### src/rtl/fmul_share_arbiter_if.sv
// Bundle between the requesters/float64_mul core and the arbiter; state is carried for debug.
// slave is the arbiter side, master is the requester-and-core side.
interface fmul_share_arbiter_if #(
   parameter int NREQ = 4,
   parameter int GW   = 3
);
   logic [NREQ-1:0]      req_valid;
   logic [NREQ-1:0]      req_ready;
   logic [64*NREQ-1:0]   req_a;
   logic [64*NREQ-1:0]   req_b;
   logic [NREQ-1:0]      rsp_valid;
   logic [63:0]          rsp_data;
   logic                 rsp_err;
   logic                 core_start;
   logic [63:0]          core_a;
   logic [63:0]          core_b;
   logic                 core_ready;
   logic                 core_done;
   logic [63:0]          core_return;
   logic                 busy;
   logic [GW-1:0]        grant_id;
   logic [31:0]          op_cnt;
   logic [1:0]           fsm_state;

   // Handshakes: a request is accepted on the rising edge where req_valid[i] & req_ready[i];
   // the core accepts an op on the edge where core_start & core_ready, and its result is taken
   // on the edge where core_done is high; rsp_valid is a single-cycle pulse with no back-pressure.
   modport slave (
      input  req_valid, req_a, req_b, core_ready, core_done, core_return,
      output req_ready, rsp_valid, rsp_data, rsp_err, core_start, core_a, core_b,
             busy, grant_id, op_cnt, fsm_state
   );

   modport master (
      output req_valid, req_a, req_b, core_ready, core_done, core_return,
      input  req_ready, rsp_valid, rsp_data, rsp_err, core_start, core_a, core_b,
             busy, grant_id, op_cnt, fsm_state
   );
endinterface

### src/rtl/fmul_share_arbiter.sv
// Round-robin sharing of one float64_mul core among NREQ requesters, one op in flight.
// Optional watchdog: define FMUL_ARB_TIMEOUT_EN to abandon a core op after TIMEOUT_CYC cycles.
module fmul_share_arbiter #(
   parameter int NREQ        = 4,
   parameter int GW          = 3,
   parameter int TIMEOUT_CYC = 255
) (
   input logic                 ap_clk,
   input logic                 ap_rst_n,
   fmul_share_arbiter_if.slave bus
);
   typedef enum logic [1:0] {IDLE = 2'd0, START = 2'd1, WAIT = 2'd2, RESP = 2'd3} state_t;

   if ((1 << GW) < NREQ || NREQ < 2 || NREQ > 8 || TIMEOUT_CYC < 1) begin : g_bad_cfg
      $error("fmul_share_arbiter: unsupported NREQ/GW/TIMEOUT_CYC combination");
   end

   state_t        state;
   logic [GW-1:0] rr_ptr;
   logic [GW-1:0] grant_q;
   logic [GW-1:0] pick;
   logic [GW-1:0] next_ptr;
   logic          core_start_q;
   logic [63:0]   core_a_q;
   logic [63:0]   core_b_q;
   logic [63:0]   rsp_data_q;
   logic [63:0]   sel_a;
   logic [63:0]   sel_b;
   logic [31:0]   op_cnt_q;
   logic          any_req;
   logic          timeout_hit;
   int            idx;

   // First valid requester at or above rr_ptr, wrapping past NREQ-1 back to 0.
   always_comb begin
      any_req = 1'b0;
      pick    = '0;
      idx     = 0;
      for (int k = 0; k < NREQ; k++) begin
         idx = int'(rr_ptr) + k;
         if (idx >= NREQ) idx = idx - NREQ;
         if (!any_req && bus.req_valid[idx]) begin
            any_req = 1'b1;
            pick    = GW'(idx);
         end
      end
   end

   assign sel_a    = bus.req_a[64*int'(pick) +: 64];
   assign sel_b    = bus.req_b[64*int'(pick) +: 64];
   assign next_ptr = (grant_q == GW'(NREQ - 1)) ? '0 : grant_q + 1'b1;

   always_comb begin
      bus.req_ready = '0;
      if (state == IDLE && any_req) bus.req_ready[pick] = 1'b1;
   end

   always_comb begin
      bus.rsp_valid = '0;
      if (state == RESP) bus.rsp_valid[grant_q] = 1'b1;
   end

`ifdef FMUL_ARB_TIMEOUT_EN
   localparam int TW = $clog2(TIMEOUT_CYC + 1);
   logic [TW-1:0] tmo_cnt;
   logic          rsp_err_q;
   assign timeout_hit = (tmo_cnt == TW'(TIMEOUT_CYC - 1));
   assign bus.rsp_err = rsp_err_q;
`else
   assign timeout_hit = 1'b0;
   assign bus.rsp_err = 1'b0;
`endif

   always_ff @(posedge ap_clk or negedge ap_rst_n) begin
      if (!ap_rst_n) begin
         state        <= IDLE;
         rr_ptr       <= '0;
         grant_q      <= '0;
         core_start_q <= 1'b0;
         core_a_q     <= '0;
         core_b_q     <= '0;
         rsp_data_q   <= '0;
         op_cnt_q     <= '0;
`ifdef FMUL_ARB_TIMEOUT_EN
         tmo_cnt      <= '0;
         rsp_err_q    <= 1'b0;
`endif
      end else begin
         case (state)
            IDLE: begin
               if (any_req) begin
                  core_a_q     <= sel_a;
                  core_b_q     <= sel_b;
                  grant_q      <= pick;
                  core_start_q <= 1'b1;
                  state        <= START;
`ifdef FMUL_ARB_TIMEOUT_EN
                  tmo_cnt      <= '0;
`endif
               end
            end
            START, WAIT: begin
               // In START a done only counts together with ready; earlier ones are ignored.
               if (bus.core_done && (state == WAIT || bus.core_ready)) begin
                  core_start_q <= 1'b0;
                  rsp_data_q   <= bus.core_return;
                  state        <= RESP;
`ifdef FMUL_ARB_TIMEOUT_EN
                  rsp_err_q    <= 1'b0;
`endif
               end else if (timeout_hit) begin
                  core_start_q <= 1'b0;
                  rsp_data_q   <= '0;
                  state        <= RESP;
`ifdef FMUL_ARB_TIMEOUT_EN
                  rsp_err_q    <= 1'b1;
`endif
               end else begin
                  if (state == START && bus.core_ready) begin
                     core_start_q <= 1'b0;
                     state        <= WAIT;
                  end
`ifdef FMUL_ARB_TIMEOUT_EN
                  tmo_cnt <= tmo_cnt + 1'b1;
`endif
               end
            end
            RESP: begin
               op_cnt_q <= op_cnt_q + 32'd1;
               rr_ptr   <= next_ptr;
               state    <= IDLE;
            end
            default: state <= IDLE;
         endcase
      end
   end

   assign bus.core_start = core_start_q;
   assign bus.core_a     = core_a_q;
   assign bus.core_b     = core_b_q;
   assign bus.rsp_data   = rsp_data_q;
   assign bus.busy       = (state != IDLE);
   assign bus.grant_id   = grant_q;
   assign bus.op_cnt     = op_cnt_q;
   assign bus.fsm_state  = state;
endmodule

### src/flat_wrapper.sv
// flat-port wrapper written by rule: the top's interface ports become plain ports
module fmul_share_arbiter_flat 
#(
   parameter int NREQ        = 4,
   parameter int GW          = 3,
   parameter int TIMEOUT_CYC = 255
)
  (ap_clk, ap_rst_n, bus_req_valid, bus_req_a, bus_req_b, bus_core_ready, bus_core_done, bus_core_return, bus_req_ready, bus_rsp_valid, bus_rsp_data, bus_rsp_err, bus_core_start, bus_core_a, bus_core_b, bus_busy, bus_grant_id, bus_op_cnt, bus_fsm_state);
  fmul_share_arbiter_if #(.NREQ(NREQ), .GW(GW)) bus_i ();
  input logic ap_clk;
  input logic ap_rst_n;
  input wire logic [$bits(bus_i.req_valid)-1:0] bus_req_valid;
  input wire logic [$bits(bus_i.req_a)-1:0] bus_req_a;
  input wire logic [$bits(bus_i.req_b)-1:0] bus_req_b;
  input wire logic [$bits(bus_i.core_ready)-1:0] bus_core_ready;
  input wire logic [$bits(bus_i.core_done)-1:0] bus_core_done;
  input wire logic [$bits(bus_i.core_return)-1:0] bus_core_return;
  output wire logic [$bits(bus_i.req_ready)-1:0] bus_req_ready;
  output wire logic [$bits(bus_i.rsp_valid)-1:0] bus_rsp_valid;
  output wire logic [$bits(bus_i.rsp_data)-1:0] bus_rsp_data;
  output wire logic [$bits(bus_i.rsp_err)-1:0] bus_rsp_err;
  output wire logic [$bits(bus_i.core_start)-1:0] bus_core_start;
  output wire logic [$bits(bus_i.core_a)-1:0] bus_core_a;
  output wire logic [$bits(bus_i.core_b)-1:0] bus_core_b;
  output wire logic [$bits(bus_i.busy)-1:0] bus_busy;
  output wire logic [$bits(bus_i.grant_id)-1:0] bus_grant_id;
  output wire logic [$bits(bus_i.op_cnt)-1:0] bus_op_cnt;
  output wire logic [$bits(bus_i.fsm_state)-1:0] bus_fsm_state;
  assign bus_i.req_valid = bus_req_valid;
  assign bus_i.req_a = bus_req_a;
  assign bus_i.req_b = bus_req_b;
  assign bus_i.core_ready = bus_core_ready;
  assign bus_i.core_done = bus_core_done;
  assign bus_i.core_return = bus_core_return;
  assign bus_req_ready = bus_i.req_ready;
  assign bus_rsp_valid = bus_i.rsp_valid;
  assign bus_rsp_data = bus_i.rsp_data;
  assign bus_rsp_err = bus_i.rsp_err;
  assign bus_core_start = bus_i.core_start;
  assign bus_core_a = bus_i.core_a;
  assign bus_core_b = bus_i.core_b;
  assign bus_busy = bus_i.busy;
  assign bus_grant_id = bus_i.grant_id;
  assign bus_op_cnt = bus_i.op_cnt;
  assign bus_fsm_state = bus_i.fsm_state;
  fmul_share_arbiter #(.NREQ(NREQ), .GW(GW), .TIMEOUT_CYC(TIMEOUT_CYC)) u_core (.ap_clk(ap_clk), .ap_rst_n(ap_rst_n), .bus(bus_i));
endmodule
### config.mk
export PLATFORM = sky130hd
export DESIGN_NAME = fmul_share_arbiter_flat
export DESIGN_NICKNAME = d
export VERILOG_FILES = /design/src/rtl/fmul_share_arbiter_if.sv /design/src/rtl/fmul_share_arbiter.sv /design/src/flat_wrapper.sv
export SDC_FILE = /design/constraint.sdc
export NUM_CORES = 1
export LEC_CHECK = 0
export BUFFER_PORTS_ARGS = -buffer_cell sky130_fd_sc_hd__buf_2
export CAP_MARGIN = 30
export CELL_PAD_IN_SITES_DETAIL_PLACEMENT = 0
export CELL_PAD_IN_SITES_GLOBAL_PLACEMENT = 1
export CORE_AREA = 3 3 315 317
export DETAILED_ROUTE_END_ITERATION = 8
export DIE_AREA = 0 0 318 320
export PLACE_DENSITY = 0.54
export SYNTH_ARGS = -nofsm -noshare
export SYNTH_HDL_FRONTEND = slang
export SYNTH_SLANG_ARGS = --single-unit
### constraint.sdc
create_clock -name ap_clk -period 3.7 [get_ports ap_clk]
set_input_delay 0.185 -clock ap_clk [delete_from_list [all_inputs] [get_ports ap_clk]]
set_output_delay 0.185 -clock ap_clk [all_outputs]
set_load 0.05 [all_outputs]
==> results.json <==
{
  "ys_async_sr_fraction": 1.000,
  "end_kind": "output port",
  "setup_violations": 0,
  "design.die.area_um2": 101800,
  "post-route-util": 0.2477,
  "gr-total-overflow": 0,
  "cp_num_buf_inv": 4,
  "crit_path_top_delay_cell": "dfrtp_2",
  "avgSynthCellArea_um2": 10.53,
  "max_stage_delay_ns": 0.36,
  "drive_gt1_frac": 0.4843,
  "antenna_left": 0,
  "ir_drop_v": 0.0007451,
  "relSlewSlack": 0.3840,
  "final.min_clock_period_ns": 3.413,
  "crit_cells": 9,
  "dr.pass1.iters": 5,
  "hold_path_depth": 3,
  "core-area_um2": 96570,
  "rr_endpoint": "u_core.bus.core_a[8]",
  "cts_root_buf": "clkbuf_16",
  "rsz0062_at_grt": "false",
  "cts_made_buffers": 35,
  "ys_types": 45,
  "gp_congestion": 0.8544,
  "syn-num-nets": 2029,
  "worstSkewPairLatency_ns": 0.57,
  "multi_input_area_um2": 8461,
  "grt_antenna_before_repair": 25,
  "powerDensity_nw_per_um2": 1074,
  "rr_worst_depth": 7,
  "fin_worst_skew_ns": 0.01306,
  "synth_seq_area_share": 0.3861,
  "hold-path-endpoint": "u_core.bus.core_a[1]",
  "track_usage": 0.1615,
  "synth_warnings": 0,
  "synth_edf_count": 0,
  "synth.top_cell.area_share": 0.3861,
  "fin_setup_tns_ns": 0,
  "vias_per_cell": 4.710,
  "path_common_cell": "buf_4",
  "grt_pass1_vias": 17783,
  "synthTopCellsByArea": "dfrtp_1 39%, a221oi_1 15%, o41ai_2 12%",
  "outcome": "completed",
  "r2r_setup_slack_ns": 0.44,
  "die_y_um": 320,
  "hold_class": "in2reg",
  "synth_seq_cells": 233,
  "final_area_um2": 23920,
  "maxCapViolations": 0,
  "worstPathMaxFanout": 37,
  "max_freq_ghz": 0.2930,
  "total_power_uw": 25680,
  "layout_setup_ws_ns": 0.2873,
  "fin_crit_sh": 0.9224,
  "p_leak_uw": 0.01117,
  "synth-main-ff-cell": "dfrtp_1",
  "post_drt_wl_per_cell_um": 23.70,
  "grt_pass1_wl_um": 124300,
  "nets": 2956,
  "crit_family": "buffers and inverters",
  "worstMarginPinSlew_ns": 0.9240,
  "dp_hpwl_um": 62690,
  "r2r_start": "u_core.rr_ptr[0]",
  "arrival_ns": 3.23,
  "place_area_um2": 20960,
  "hold_viol_final": 0,
  "postRouteWirelength_um": 87140,
  "drc_errors": 0,
  "final_max_slew_viol_count": 0,
  "cp-start-kind": "register",
  "synth_most_common_cell": "a221oi_1",
  "worstPathRequired_ns": 3.51,
  "holdCritStartpoint": "bus_req_a[65]",
  "grt_start_max_net_pins": 135,
  "die-width_um": 318,
  "yosys.area.top_type": "dfrtp_1",
  "area_delta_synth_final_pct": 58.41,
  "port_buffers": 822,
  "drt_iter0_markers": 1382,
  "detailedPlace.worstSlack_ns": 0.2135,
  "netlist_instances": 1434,
  "synth_common_cells": "257 x a221oi_1, 233 x dfrtp_1, 149 x nand2_1",
  "fillCellCount": 10527,
  "path_cells": "clkinv_1, ha_1, mux4_2, buf_4, o21ai_4, nand2_4, buf_4, nor3_1, buf_2",
  "path_clk_slew_ns": 0.06,
  "cts.path.max_buffers": 3,
  "netlist_area_um2": 15100,
  "htree_levels": 2,
  "io_pins": 824,
  "cts_tree": "done",
  "start_util": 0.1564,
  "dr_total_vias": 17317,
  "clock-sinks": 233,
  "regArea_um2": 5832,
  "fp-row-count": 114,
  "critical_path_class": "reg2out"
}
[logic make-up after synthesis]
group	Yosys count	synth area share
xor gates and xnor gates	31	0.01798
muxes	74	0.05784
DFF	233	0.3861
and+or+nand+nor	344	0.1146
AOI/OAI and AO/OA	540	0.3532
adders and majority gates	11	0.009115
other	1	0.0002484
buffers and inverters	200	0.06090
[through the flow]
step / hold WS, ns / cells
final: 0.02654 / 3677
after global placement: 0.3586 / 3422
after floorplan: -0.1106 / 1434
after CTS: 0.0003049 / 3663
after global routing: 0.01263 / 3673
after detailed placement: 0.3508 / 3423
[worst register-to-register path, delay by kind of cell, from the launching register on]
family,cells,cell delay [ns]
multiplexers,1,0.48
AND/OR/NAND/NOR,1,0.63
buffers and inverters,3,1.00
AO/OA/AOI/OAI,2,0.63
flip-flops,1,0.40
[cells in the final DEF, fill, tap and decap left out, types with 14 or more instances in the layout]
| cell type | synthesis | routed |
|---|---|---|
| diode_2 | 0 | 14 |
| dfrtp_1 | 233 | 232 |
| buf_4 | 4 | 57 |
| o41ai_1 | 18 | 18 |
| and3_1 | 134 | 134 |
| nand2_1 | 149 | 147 |
| buf_2 | 63 | 821 |
| mux2_2 | 66 | 66 |
| clkbuf_16 | 0 | 35 |
| xnor2_1 | 23 | 23 |
| buf_12 | 0 | 26 |
| a211oi_1 | 129 | 129 |
| dlygate4sd3_1 | 0 | 171 |
| a221oi_1 | 257 | 257 |
| o41ai_2 | 110 | 110 |
[sequential cells by signal (all words and copies together), names as in the netlist]
register               flops
u_core.bus.rsp_data       64
u_core.rr_ptr              3
u_core.bus.fsm_state       2
u_core.bus.core_a         64
u_core.bus.grant_id        3
u_core.bus.core_start      1
u_core.bus.core_b         64
u_core.bus.op_cnt         32
[cell type report]
class,instances,area share
well taps,1276,0.06675
clock buffers,51,0.04248
flip-flops and latches,233,0.2438
multi-input cells,1002,0.3537
inverters,13,0.002040
clock inverters,12,0.006120
diodes,14,0.001465
repair buffers,1076,0.2836
[layer usage]
layer	GRT usage	vias to the layer above	part of all wire
li1	-	7766	-
met1	0.2027	8577	0.41
met2	0.2706	827	0.49
met3	0.03708	137	0.070
met4	0.05812	10	0.033
met5	0	-	0.00071
[how the worst max path moves through the flow]
stage                           from          endpoint  slack [ns]
CTS                 u_core.rr_ptr[0]  bus_req_ready[1]        0.16
detailed placement  u_core.rr_ptr[0]  bus_req_ready[2]        0.21
global route        u_core.rr_ptr[0]  bus_req_ready[1]        0.07
global placement    u_core.rr_ptr[0]  bus_req_ready[1]       -0.02
floorplan           u_core.rr_ptr[0]  bus_req_ready[1]        0.01
finish              u_core.rr_ptr[0]  bus_req_ready[2]        0.29
[power breakdown]
part | switching, uW | total, uW | leakage (uW) | internal, uW
clock network | 1430 | 3500 | 0.000574 | 2070
logic | 12300 | 17800 | 0.00772 | 5460
registers | 688 | 4410 | 0.00288 | 3720
[repair_timing]
action                                  in CTS  in global routing
resized for setup                            3                  0
hold buffers                               171                  0
endpoints found under the setup margin       4                  0
hold endpoints to repair                   267                  0
buffers inserted                             5                  0
No activity file was read; power rests on OpenSTA's default activity.
